## src/rtl/dtw_result_filter.sv

```systemverilog
`default_nettype none
// ============================================================================
//  Module   : dtw_result_filter
//  Purpose  : Pops 3-word DTW result records (qid, pos, cost) from an FWFT
//             FIFO, compares the cost against a threshold, and forwards a
//             tagged 3-word record on AXI-Stream. Non-matching records can
//             be dropped. Keeps result/match/drop statistics.
//  Revision : 1.0 - initial release
// ============================================================================
module dtw_result_filter #(
   parameter int WIDTH      = 16,
   parameter int AXIS_WIDTH = 32
) (
   input  logic                  clk,
   input  logic                  rst_n,
   input  logic                  enable,
   input  logic [WIDTH-1:0]      threshold,
   input  logic                  drop_nonmatch,
   input  logic                  clear_stats,
   output logic                  res_fifo_rden,
   input  logic                  res_fifo_empty,
   input  logic [31:0]           res_fifo_data,
   output logic [AXIS_WIDTH-1:0] m_axis_tdata,
   output logic                  m_axis_tvalid,
   input  logic                  m_axis_tready,
   output logic                  m_axis_tlast,
   output logic                  busy,
   output logic [31:0]           stat_nresult,
   output logic [31:0]           stat_nmatch,
   output logic [31:0]           stat_ndrop,
   output logic [2:0]            dbg_state
);

   localparam logic [2:0] C_IDLE    = 3'd0;
   localparam logic [2:0] C_RD_QID  = 3'd1;
   localparam logic [2:0] C_RD_POS  = 3'd2;
   localparam logic [2:0] C_RD_COST = 3'd3;
   localparam logic [2:0] C_DECIDE  = 3'd4;
   localparam logic [2:0] C_EMIT    = 3'd5;

   logic [2:0]            r_state;
   logic [2:0]            w_next;
   logic [31:0]           r_qid;
   logic [31:0]           r_pos;
   logic [WIDTH-1:0]      r_cost;
   logic                  r_match;
   logic [1:0]            r_widx;
   logic [AXIS_WIDTH-1:0] r_tdata;
   logic                  r_tvalid;
   logic                  r_tlast;
   logic [31:0]           r_nresult;
   logic [31:0]           r_nmatch;
   logic [31:0]           r_ndrop;

   logic                  w_match;
   logic                  w_drop;
   logic                  w_hs;
   logic [AXIS_WIDTH-1:0] w_word2;

   assign w_match = (r_cost <= threshold);
   assign w_drop  = !w_match && drop_nonmatch;
   assign w_hs    = r_tvalid && m_axis_tready;
   // Final word carries the match flag in the MSB and the cost in the LSBs.
   assign w_word2 = {r_match, {(AXIS_WIDTH-1-WIDTH){1'b0}}, r_cost};

   // State register
   always_ff @(posedge clk or negedge rst_n) begin
      if (!rst_n) r_state <= C_IDLE;
      else        r_state <= w_next;
   end

   // Next-state logic; enable only gates the start of a new record
   always_comb begin
      w_next = r_state;
      case (r_state)
         C_IDLE:    if (enable && !res_fifo_empty) w_next = C_RD_QID;
         C_RD_QID:  if (!res_fifo_empty) w_next = C_RD_POS;
         C_RD_POS:  if (!res_fifo_empty) w_next = C_RD_COST;
         C_RD_COST: if (!res_fifo_empty) w_next = C_DECIDE;
         C_DECIDE:  w_next = w_drop ? C_IDLE : C_EMIT;
         C_EMIT:    if (w_hs && (r_widx == 2'd2)) w_next = C_IDLE;
         default:   w_next = C_IDLE;
      endcase
   end

   // Output decode: FIFO pop only in read states with data present
   always_comb begin
      res_fifo_rden = 1'b0;
      busy          = (r_state != C_IDLE);
      if ((r_state == C_RD_QID) || (r_state == C_RD_POS) || (r_state == C_RD_COST))
         res_fifo_rden = !res_fifo_empty;
   end

   // Capture the record words on the same edge as the pop
   always_ff @(posedge clk or negedge rst_n) begin
      if (!rst_n) begin
         r_qid  <= '0;
         r_pos  <= '0;
         r_cost <= '0;
      end else if (res_fifo_rden) begin
         if (r_state == C_RD_QID) r_qid  <= res_fifo_data;
         if (r_state == C_RD_POS) r_pos  <= res_fifo_data;
         if (r_state == C_RD_COST) r_cost <= res_fifo_data[WIDTH-1:0];
      end
   end

   // AXI-Stream word sequencer; outputs only move on a handshake
   always_ff @(posedge clk or negedge rst_n) begin
      if (!rst_n) begin
         r_match  <= 1'b0;
         r_widx   <= 2'd0;
         r_tdata  <= '0;
         r_tvalid <= 1'b0;
         r_tlast  <= 1'b0;
      end else if ((r_state == C_DECIDE) && !w_drop) begin
         r_match  <= w_match;
         r_widx   <= 2'd0;
         r_tdata  <= AXIS_WIDTH'(r_qid);
         r_tvalid <= 1'b1;
         r_tlast  <= 1'b0;
      end else if ((r_state == C_EMIT) && w_hs) begin
         case (r_widx)
            2'd0: begin
               r_tdata <= AXIS_WIDTH'(r_pos);
               r_widx  <= 2'd1;
            end
            2'd1: begin
               r_tdata <= w_word2;
               r_tlast <= 1'b1;
               r_widx  <= 2'd2;
            end
            default: begin
               r_tvalid <= 1'b0;
               r_tlast  <= 1'b0;
               r_widx   <= 2'd0;
            end
         endcase
      end
   end

   // Statistics counters; a clear overrides a coincident increment
   always_ff @(posedge clk or negedge rst_n) begin
      if (!rst_n) begin
         r_nresult <= '0;
         r_nmatch  <= '0;
         r_ndrop   <= '0;
      end else if (clear_stats) begin
         r_nresult <= '0;
         r_nmatch  <= '0;
         r_ndrop   <= '0;
      end else if (r_state == C_DECIDE) begin
         r_nresult <= r_nresult + 32'd1;
         if (w_match) r_nmatch <= r_nmatch + 32'd1;
         if (w_drop)  r_ndrop  <= r_ndrop + 32'd1;
      end
   end

   assign m_axis_tdata  = r_tdata;
   assign m_axis_tvalid = r_tvalid;
   assign m_axis_tlast  = r_tlast;
   assign stat_nresult  = r_nresult;
   assign stat_nmatch   = r_nmatch;
   assign stat_ndrop    = r_ndrop;
   assign dbg_state     = r_state;

endmodule
`default_nettype wire

```

## config.mk

```make
export PLATFORM = sky130hd
export DESIGN_NAME = dtw_result_filter
export DESIGN_NICKNAME = d
export VERILOG_FILES = /design/src/rtl/dtw_result_filter.sv
export SDC_FILE = /design/constraint.sdc
export NUM_CORES = 1
export LEC_CHECK = 0
export BUFFER_PORTS_ARGS = -buffer_cell sky130_fd_sc_hd__buf_2
export CAP_MARGIN = 20
export CORE_ASPECT_RATIO = 0.8
export CORE_MARGIN = 3
export CORE_UTILIZATION = 55
export DETAILED_ROUTE_END_ITERATION = 7
export HOLD_SLACK_MARGIN = 0.03
export PLACE_DENSITY_LB_ADDON = 0.12
export SLEW_MARGIN = 20
export SYNTH_ARGS = -nofsm -noshare
export SYNTH_HDL_FRONTEND = slang
export SYNTH_SLANG_ARGS = --single-unit
```

## constraint.sdc

```tcl
create_clock -name clk -period 5.25 [get_ports clk]
set_clock_uncertainty 0.1 [all_clocks]
set_input_delay 0.7875 -clock clk [delete_from_list [all_inputs] [get_ports clk]]
set_output_delay 0.7875 -clock clk [all_outputs]
set_load 0.02 [all_outputs]
```

==> results by group <==
Global routing
  – Initial antenna violation count: 4
  – Vias in the first global route: 8,371
  – Largest net degree at the start of global routing: 117
  – Total GRT Usage: 24.5%
  – Global-route wire length before repair: 42,800 um
  – Global-route congestion overflow total: 0

Final layout
  – Synthesis-to-finish area growth: 17.6%
  – Post-route insts no fill: 1,464
  – Final std cell area, no fill: 12,600 sq um
  – Commonest non-fill, non-tap cell in the layout: dfrtp_1
  – Nets: 1,269
  – Fraction of layout cells with a size suffix above 1: 29.0%
  – Commonest cells after routing, fill and taps aside: 216 x dfrtp_1, 187 x buf_2, 96 x a21oi_1, 96 x mux2_2, 80 x nand2_1

Timing
  – Peak Freq: 278 MHz
  – Final Cycle Share: 68.4%
  – Fin. Hold Viols: 0
  – RSZ-0062 raised after global routing: false
  – Endpoints failing setup: 0
  – Min Hold Slack: 0.257 ns
  – Worst slew pin tran: 1.04 ns
  – Relative slew slack: 30.5%
  – Fin crit period: 3.59 ns
  – Setup_tns: 0 ns
  – Max-slew violations: 0

Routing
  – Router iterations before antenna repair: 4
  – Via Count: 8,623
  – WL met2: 11,800 um
  – Avg Vias per Cell: 5.89
  – ANT nets after route: 0
  – Iteration-0 DRC Markers: 673
  – Top sig layer: met5
  – Metal-1 WL: 12,000 um
  – Total Wirelength: 26,200 um
  – Met3 wire len: 1820 um
  – DR DRC count: 0
  – Wire per inst: 17.9 um

Synth
  – Post-synthesis register bit count: 216
  – Cell variety after synth: 56
  – Largest area contributor in the netlist: dfrtp_1
  – Mapped Nets: 1,109
  – Post-synth EDFFs: 0
  – Seq/Total Area, Yosys: 50.5%
  – Synth area leaders: dfrtp_1 51%, mux2_2 10%, a21oi_1 4.5%
  – Cells after Synth: 1,035
  – Top-area cell type share of the netlist area: 50.5%
  – Asr flop ratio synth: 100%
  – Synth warnings: 0
  – Syn_area_per_cell: 10.3 sq um
  – Prevailing post-synth register cell: dfrtp_1
  – Synth Cell Area: 10,700 sq um

Worst setup path
  – WP data required: 5.53 ns
  – Crit-path cells: ha_1, a21oi_1, o21ai_0, a211oi_1, nand4_1, a2111oi_0, mux2_2
  – CP peak stage delay: 0.75 ns
  – WS Path Type: reg2reg
  – CP arrival: 3.87 ns
  – Top delay family on crit path: compound AO/OA/AOI/OAI gates
  – Critical Path Start Type: register
  – Buf+Inv Stages, Crit Path: 0
  – Crit-path slowest cell: nand4_1
  – Critical Path Fanout Max: 17
  – CP Capture Type: register

Place
  – DP Area: 11,800 sq um
  – DPL Wire Length: 17,600 um
  – Post-placement cell count: 1,424
  – Routability cong.: 0.856
  – Port Buf Inserts: 189

Floorplanning
  – Die W: 162 um
  – Core area: 18,600 sq um
  – Site Rows: 44
  – Initial Util: 57.5%
  – Die Y: 131 um
  – I/O pins: 190
  – Die footprint: 21,200 sq um

Clock tree
  – CTS Root Cell: clkbuf_16
  – Post-CTS Setup Bufs: 0
  – CTS sink cnt: 216
  – Clock latency on the worst-skew pair: 0.49 ns
  – CTS HTree Levels: 1
  – CTS tree: yes
  – Post-CTS Hold Buffers: 0
  – Clock buffer depth: 3
  – Post-CTS Resized: 0
  – Reg clk slew, reported paths: 0.06 ns
  – CTS Buf Count: 22

Power
  – Worst vdd ir: 346 uV
  – Leakage power: 0.00569 uW
  – Final Total Pwr: 5640 uW
  – Pwr Density: 449 nW/um^2

Run status
  – Outcome: completed

Run
  – Max cap viols: 0

Min path
  – Hold Crit Class: in2async
metrics by stage:
| stage | worst slack, ns | util, % |
|---|---|---|
| final | 1.66 | 67.6 |
| after detailed placement | 1.17 | 63.6 |
| after global routing | 1.48 | 67.6 |
| after floorplan | 2.29 | - |
| after global placement | 1.36 | 63.6 |
| after CTS | 1.67 | 67.6 |
kinds of logic (layout without fill, tap and decap cells):
logic type / after synthesis / count (layout) / synth area share (%)
xor gates and xnor gates: 30 / 30 / 2.46
AOI/OAI and AO/OA: 210 / 210 / 12.6
DFF: 216 / 216 / 50.5
other: 0 / 2 / 0
buffers and inverters: 94 / 268 / 3.61
adders and majority gates: 19 / 19 / 2.22
and+or+nand+nor: 369 / 369 / 18.4
muxes: 97 / 97 / 10.2
cells in the mapped netlist (all sizes together) (14+ instances only):
library cell    n
nand4          27
buf            21
nor3b          17
inv            26
nand2          80
o31ai          29
a21oi          96
or4            28
dfrtp         216
clkbuf         47
nand3          54
and3           21
xnor2          14
mux2           96
nor2b          22
xor2           16
o21ai          39
nor2           66
a221o          17
ha             19
or3            21
worst register-to-register path, stage by stage (launching register included):
cell and delay [ns]:
dfrtp_1 0.41, ha_1 0.33, a21oi_1 0.15, o21ai_0 0.18
a211oi_1 0.50, nand4_1 0.75, a2111oi_0 0.68, mux2_2 0.39
worst paths after layout:
check / from / to / slack (ns) / cells past startpoint
max in group asynchronous: rst_n / r_pos[25] / 3.74 / 2
worst max register to register: r_cost[7] / stat_nmatch[22] / 1.66 / 7
worst max-delay path: r_cost[7] / stat_nmatch[22] / 1.66 / 7
min in group clk: r_qid[16] / m_axis_tdata[16] / 0.40 / 2
worst min-delay path: rst_n / stat_ndrop[20] / 0.26 / 1
worst min register to register: r_qid[16] / m_axis_tdata[16] / 0.40 / 2
power breakdown:
group	internal, uW	switching, uW
Sequential	2120	349
Combinational	701	905
Clock	944	622
sequential cells by signal, indices dropped and copies added (netlist names):
name / cells
m_axis_tvalid: 1
r_qid: 32
m_axis_tdata: 32
r_cost: 16
dbg_state: 3
r_pos: 32
stat_nresult: 32
r_widx: 2
m_axis_tlast: 1
stat_nmatch: 32
r_match: 1
stat_ndrop: 32
layer usage:
layer	GRT usage [%]	up-vias
met2	38.9	237
met4	5.37	4
li1	-	4094
met1	35.2	4245
met5	0	-
met3	5.29	43
cell type report:
class / count / area [sq um]
inverter: 26 / 97.6
timing repair buffer: 204 / 1080
multi-input combinational: 725 / 4940
clock buffer: 34 / 687
tap: 253 / 317
antenna: 2 / 5.00
clock inverter: 4 / 45.0
sequential: 216 / 5410
fill: 1506 / 6030
No activity file was read; power rests on OpenSTA's default activity.
